## src/rtl/multi_bank_reader.sv

```systemverilog
// Reads the same word range from BANKS parallel BRAMs and streams each word
// set out as one AXI-Stream beat, throttling issue so the output FIFO never overflows.
module multi_bank_reader #(
  parameter int BANKS      = 4,
  parameter int WIDTH      = 16,
  parameter int DEPTH      = 256,
  parameter int ADDR       = $clog2(DEPTH),
  parameter int LEN_W      = ADDR + 1,
  parameter int FIFO_DEPTH = 4
) (
  input  logic                     clk,
  input  logic                     rstn,
  input  logic                     start,
  input  logic [ADDR-1:0]          base_addr,
  input  logic [LEN_W-1:0]         count,
  output logic                     busy,
  output logic                     done,
  output logic [BANKS-1:0]         enb,
  output logic [BANKS*ADDR-1:0]    addrb,
  input  logic [BANKS*WIDTH-1:0]   doutb,
  input  logic [BANKS-1:0]         validb,
  output logic [BANKS*WIDTH-1:0]   m_tdata,
  output logic                     m_tvalid,
  input  logic                     m_tready,
  output logic                     m_tlast
);

  localparam int PW = $clog2(FIFO_DEPTH);
  localparam int CW = $clog2(FIFO_DEPTH + 1);

  typedef enum logic [1:0] {IDLE, ISSUE, DRAIN} state_e;

  state_e                 state_q;
  logic                   busy_q, done_q, enb_q;
  logic [ADDR-1:0]        addrb_q, next_addr_q;
  logic [LEN_W-1:0]       remain_q, len_q, beat_q;
  logic [CW-1:0]          outstanding_q, outstanding_d;
  logic [CW-1:0]          fifo_cnt_q, fifo_cnt_d;
  logic [PW-1:0]          wptr_q, rptr_q;
  logic [BANKS*WIDTH-1:0] mem_q [FIFO_DEPTH];

  logic                   issue_d, capture, pop;
  logic [CW:0]            inflight;

  assign busy     = busy_q;
  assign done     = done_q;
  assign enb      = {BANKS{enb_q}};
  assign addrb    = {BANKS{addrb_q}};
  assign m_tvalid = (fifo_cnt_q != '0);
  assign m_tdata  = mem_q[rptr_q];
  assign m_tlast  = m_tvalid && (beat_q == len_q - LEN_W'(1));
  assign pop      = m_tvalid && m_tready;

  // Requiring outstanding reads lets stale responses after a reset fall on the floor.
  assign capture  = (&validb) && (state_q != IDLE) && (outstanding_q != '0);

  // The read on the wire this cycle (enb_q) already holds a FIFO slot.
  assign inflight = (CW+1)'(outstanding_q) + (CW+1)'(fifo_cnt_q) + (CW+1)'(enb_q);
  assign issue_d  = (state_q == ISSUE) && (remain_q != '0) &&
                    (inflight < (CW+1)'(FIFO_DEPTH));

  always_comb begin
    outstanding_d = outstanding_q;
    if (enb_q && !capture)
      outstanding_d = outstanding_q + CW'(1);
    else if (!enb_q && capture)
      outstanding_d = outstanding_q - CW'(1);

    fifo_cnt_d = fifo_cnt_q;
    if (capture && !pop)
      fifo_cnt_d = fifo_cnt_q + CW'(1);
    else if (!capture && pop)
      fifo_cnt_d = fifo_cnt_q - CW'(1);
  end

  always_ff @(posedge clk or negedge rstn) begin
    if (!rstn) begin
      state_q       <= IDLE;
      busy_q        <= 1'b0;
      done_q        <= 1'b0;
      enb_q         <= 1'b0;
      addrb_q       <= '0;
      next_addr_q   <= '0;
      remain_q      <= '0;
      len_q         <= '0;
      beat_q        <= '0;
      outstanding_q <= '0;
      fifo_cnt_q    <= '0;
      wptr_q        <= '0;
      rptr_q        <= '0;
    end else begin
      done_q        <= 1'b0;
      enb_q         <= issue_d;
      outstanding_q <= outstanding_d;
      fifo_cnt_q    <= fifo_cnt_d;
      if (capture) wptr_q <= wptr_q + PW'(1);
      if (pop) begin
        rptr_q <= rptr_q + PW'(1);
        beat_q <= beat_q + LEN_W'(1);
      end
      if (issue_d) begin
        addrb_q     <= next_addr_q;
        next_addr_q <= next_addr_q + ADDR'(1);
        remain_q    <= remain_q - LEN_W'(1);
      end

      case (state_q)
        IDLE: begin
          if (start) begin
            if (count != '0) begin
              state_q     <= ISSUE;
              busy_q      <= 1'b1;
              next_addr_q <= base_addr;
              remain_q    <= count;
              len_q       <= count;
              beat_q      <= '0;
            end else begin
              done_q <= 1'b1;
            end
          end
        end
        ISSUE: begin
          if (remain_q == '0) state_q <= DRAIN;
        end
        DRAIN: begin
          if (pop && m_tlast) begin
            state_q <= IDLE;
            busy_q  <= 1'b0;
            done_q  <= 1'b1;
          end
        end
        default: state_q <= IDLE;
      endcase
    end
  end

  // Storage needs no reset; occupancy is tracked by the pointers and count.
  always_ff @(posedge clk) begin
    if (capture) mem_q[wptr_q] <= doutb;
  end

endmodule

```

## config.mk

```make
export PLATFORM = sky130hd
export DESIGN_NAME = multi_bank_reader
export DESIGN_NICKNAME = d
export VERILOG_FILES = /design/src/rtl/multi_bank_reader.sv
export SDC_FILE = /design/constraint.sdc
export NUM_CORES = 1
export LEC_CHECK = 0
export ABC_AREA = 1
export ABC_CLOCK_PERIOD_IN_PS = 6980
export CAP_MARGIN = 20
export CORE_ASPECT_RATIO = 0.8
export CORE_UTILIZATION = 30
export CTS_BUF_LIST = sky130_fd_sc_hd__clkbuf_4 sky130_fd_sc_hd__clkbuf_8 sky130_fd_sc_hd__clkbuf_16
export CTS_CLUSTER_SIZE = 40
export DETAILED_ROUTE_END_ITERATION = 6
export PLACE_DENSITY_LB_ADDON = 0.1
export SLEW_MARGIN = 25
export SYNTH_ARGS = -nofsm -noshare
export SYNTH_HDL_FRONTEND = slang
export SYNTH_SLANG_ARGS = --single-unit
```

## constraint.sdc

```tcl
create_clock -name clk -period 6.98 [get_ports clk]
set_input_delay 2.094 -clock clk [delete_from_list [all_inputs] [get_ports clk]]
set_output_delay 2.094 -clock clk [all_outputs]
set_load 0.05 [all_outputs]
```

==> reports/metrics.csv <==
stage;metric;value;unit
status;outcome;complete, no violations;
final_layout;Nets;1358;
clock_tree;H-tree levels;2;
global_routing;first-pass GRT wire length;49.3;mm
timing;setup ws final;1560;ps
setup_path;crit-path max cell delay;870;ps
placed_design;worst slack, placed;2000;ps
power_and_ir_drop;pwr dens;483;nW/um^2
timing;Tmin final;5420;ps
global_routing;initial antenna violation count;2;
timing;endpoints failing hold;0;
placed_design;Buffers on Ports;192;
timing;Slew @ Worst Pin;952;ps
worst_hold_path;Worst Hold Class;register to register;
timing;Max-slew headroom;36.4;%
floorplanning;core area;42300;um^2
floorplanning;Ports;193;
timing;minimum hold slack;496;ps
setup_path;crit path kind;register to output port;
setup_path;Crit-path slowest cell;clkdlybuf4s50_1;
logic_synthesis;post-synthesis sequential area ratio;70.4;%
floorplanning;Die X;235;um
logic_synthesis;Post-Synthesis Cell Area;13000;um^2
logic_synthesis;syn nets;1192;
final_layout;multi-input logic area;3180;um^2
power_and_ir_drop;P_int;4.39;mW
setup_path;WP data required;4890;ps
power_and_ir_drop;Clock power frac;22.2;%
global_routing;global route total overflow;0;
final_layout;final core utilization;38.8;%
routing;drt wl/cell;17.2;um
clock_tree;Worst-Skew Late Latency;520;ps
timing;Final Cycle Share;77.6;%
power_and_ir_drop;VDD IR-drop max;0.221;mV
clock_tree;post-CTS setup buffers;0;
final_layout;post-route design area;16400;um^2
clock_tree;cell at the root of the clock tree;clkbuf_16;
global_routing;largest net degree at the start of global routing;72;
logic_synthesis;Post-synth ARST share;18.5;%
final_layout;most common cell after layout, fill and taps aside;edfxtp_1;
power_and_ir_drop;switching pwr;3.52;mW
floorplanning;die footprint;44100;um^2
setup_path;Worst R2R End;mem_q[3][40]$_DFFE_PP_;
routing;WL final;31.6;mm
final_layout;layout cells sized above 1;7.58;%
logic_synthesis;top_reg_cell synth;edfxtp_1;
logic_synthesis;number of library cell types mapped by synthesis;35;
power_and_ir_drop;Final Power;7.91;mW
routing;ANT nets after route;0;
power_and_ir_drop;Combinational Power Share;47.4;%
logic_synthesis;Avg Synthesized Cell Area;11.9;um^2
logic_synthesis;Gate Count Post-Synth;1088;
floorplanning;starting density of the core;30.7;%
setup_path;Max Fanout on Critical Path;43;
power_and_ir_drop;Seq pwr share;30.4;%
final_layout;Syn-to-layout area delta;26.2;%
logic_synthesis;Post-synth EDFFs;256;
timing;total negative slack;0;ps
routing;drt via density;4.56;
setup_path;critical-path cell list;inv_2 -> buf_4 -> o21ai_0 -> o22ai_1 -> clkdlybuf4s50_1;
setup_path;Worst EP arrival;3320;ps
clock_tree;CTS buffer count;35;
timing;count of pins over their slew limit;0;
placed_design;Post-DP HPWL;18.8;mm
timing;Final Skew;21.0;ps
timing;Fmax;185;MHz
routing;initial DRC count;459;
logic_synthesis;Yosys reg bits;314;
final_layout;Non-Filler Instances;1833;
setup_path;RR Startpoint;state_q[1]$_DFFE_PN0P_;
placed_design;Final GP Congestion;0.748;
setup_path;reg-to-reg setup timing slack;4250;ps
clock_tree;clock-pin transition on the worst setup and hold timing paths;60;ps
timing;RSZ-0062 raised after global routing;false;
floorplanning;num rows;67;
clock_tree;Max Root-Sink Buffers;3;
final_layout;most frequent cells in the layout;edfxtp_1, clkdlybuf4s50_1, nor2_1, o21ai_0, nand2_1;
worst_hold_path;hold-critical path depth;2;
setup_path;Worst setup SP type;register;
routing;via count;8354;
placed_design;placed inst area;15300;um^2
global_routing;vias in the first global route;8359;
clock_tree;clk sinks;314;
worst_hold_path;hold_sp;len_q[8]$_DFFE_PN0P_;
setup_path;Worst Setup End Kind;output port;
final_layout;register area;9140;um^2
timing;final setup fails;0;
routing;DRT Pass-1 Iters;5;
setup_path;path depth of the worst reg2reg path;5;
floorplanning;die height;188;um
global_routing;GRT Util Overall;14.4;%
power_and_ir_drop;P_leak;5.89;nW
run;max cap viols;0;
clock_tree;Hold-fix buffers, CTS;0;
power_and_ir_drop;Sw Share;44.5;%
placed_design;placed insts;1769;
worst_hold_path;Hold EP;len_q[8]$_DFFE_PN0P_;
clock_tree;CTS tree;done;
clock_tree;cts repair resizes;0;
logic_synthesis;Synth warnings;0;
routing;# DRC;0;
final_layout;FILL cells;4155;
power by group through the flow:
stage	clock (mW)	combinational, mW	sequential, mW
after floorplan	0	2.65	2.46
after global routing	1.89	4.05	2.44
final	1.76	3.75	2.41
after global placement	0	3.79	2.45
after detailed placement	0	3.79	2.45
after CTS	1.82	3.80	2.41
registers in the layout, summed over array words and instances, names as in the netlist:
| signal | flops |
|---|---|
| rptr_q | 2 |
| busy | 1 |
| state_q | 2 |
| wptr_q | 2 |
| fifo_cnt_q | 3 |
| addrb_q | 8 |
| outstanding_q | 3 |
| len_q | 9 |
| enb_q | 1 |
| mem_q | 256 |
| done | 1 |
| remain_q | 9 |
| beat_q | 9 |
| next_addr_q | 8 |
worst max path at each step:
stage / cells past startpoint / startpoint / slack (ps) / endpoint
finish: 5 / rptr_q[1]$_DFFE_PN0P_ / 1560 / m_tdata[0]
global route: 5 / rptr_q[1]$_DFFE_PN0P_ / 1390 / m_tdata[0]
CTS: 5 / rptr_q[1]$_DFFE_PN0P_ / 1440 / m_tdata[0]
detailed placement: 6 / validb[3] / 2000 / mem_q[3][41]$_DFFE_PP_
global placement: 6 / validb[3] / 2020 / mem_q[2][23]$_DFFE_PP_
floorplan: 4 / validb[3] / 1300 / mem_q[0][0]$_DFFE_PP_
critical path: cells and delay by family (launching register included):
family          cells  cell delay, ps
buf+inv             3            1980
flops               1             400
compound gates      2             390
cells by family (layout without fill, tap and decap cells):
logic type               count (synthesis)  in the layout  synth area share [%]
AO/OA/AOI/OAI                          233            233                  9.81
XOR/XNOR                                25             25                  1.69
adder cells (fa/ha/maj)                 15             15                  1.56
buffers and inverters                  143            335                  5.39
flip-flops                             314            314                  70.4
multiplexers                             2              2                 0.173
other                                    0              1                     0
AND/OR/NAND/NOR                        356            356                  11.0
synth_stat cells (3+ instances only):
library cell    n  area, um^2
nor3_1          6        30.0
o21ai_1         3        15.0
o21ai_0       152         761
xnor2_1         7        61.3
buf_2          15        75.1
nand2_2         5        31.3
o22ai_1        65         407
nor2_1        193         724
nand3_1        22         110
nand2_1       117         439
clkbuf_1       30         113
buf_4          30         225
xor2_1         18         158
a21oi_1         6        30.0
dfrtp_1        58        1450
ha_1           13         163
inv_2           3        11.3
nand4_1         6        37.5
nor2_2          3        18.8
inv_1          61         229
edfxtp_1      256        7690
per-layer routing:
layer,GRT usage [%],vias to the layer above,wire length (um)
met4,3.42,2,468
li1,-,4125,-
met1,19.8,4029,15000
met5,0,-,12
met2,22.3,158,14200
met3,4.34,40,1960
final cells by class:
type	count	share of cell area (%)
antenna	1	0.0153
clock buffer	47	5.93
tap	552	4.22
inverter	65	1.50
timing repair buffer	207	12.5
clock inverter	16	0.664
multi-input combinational	631	19.4
sequential	314	55.8
Power figures use the tool's default switching activity.
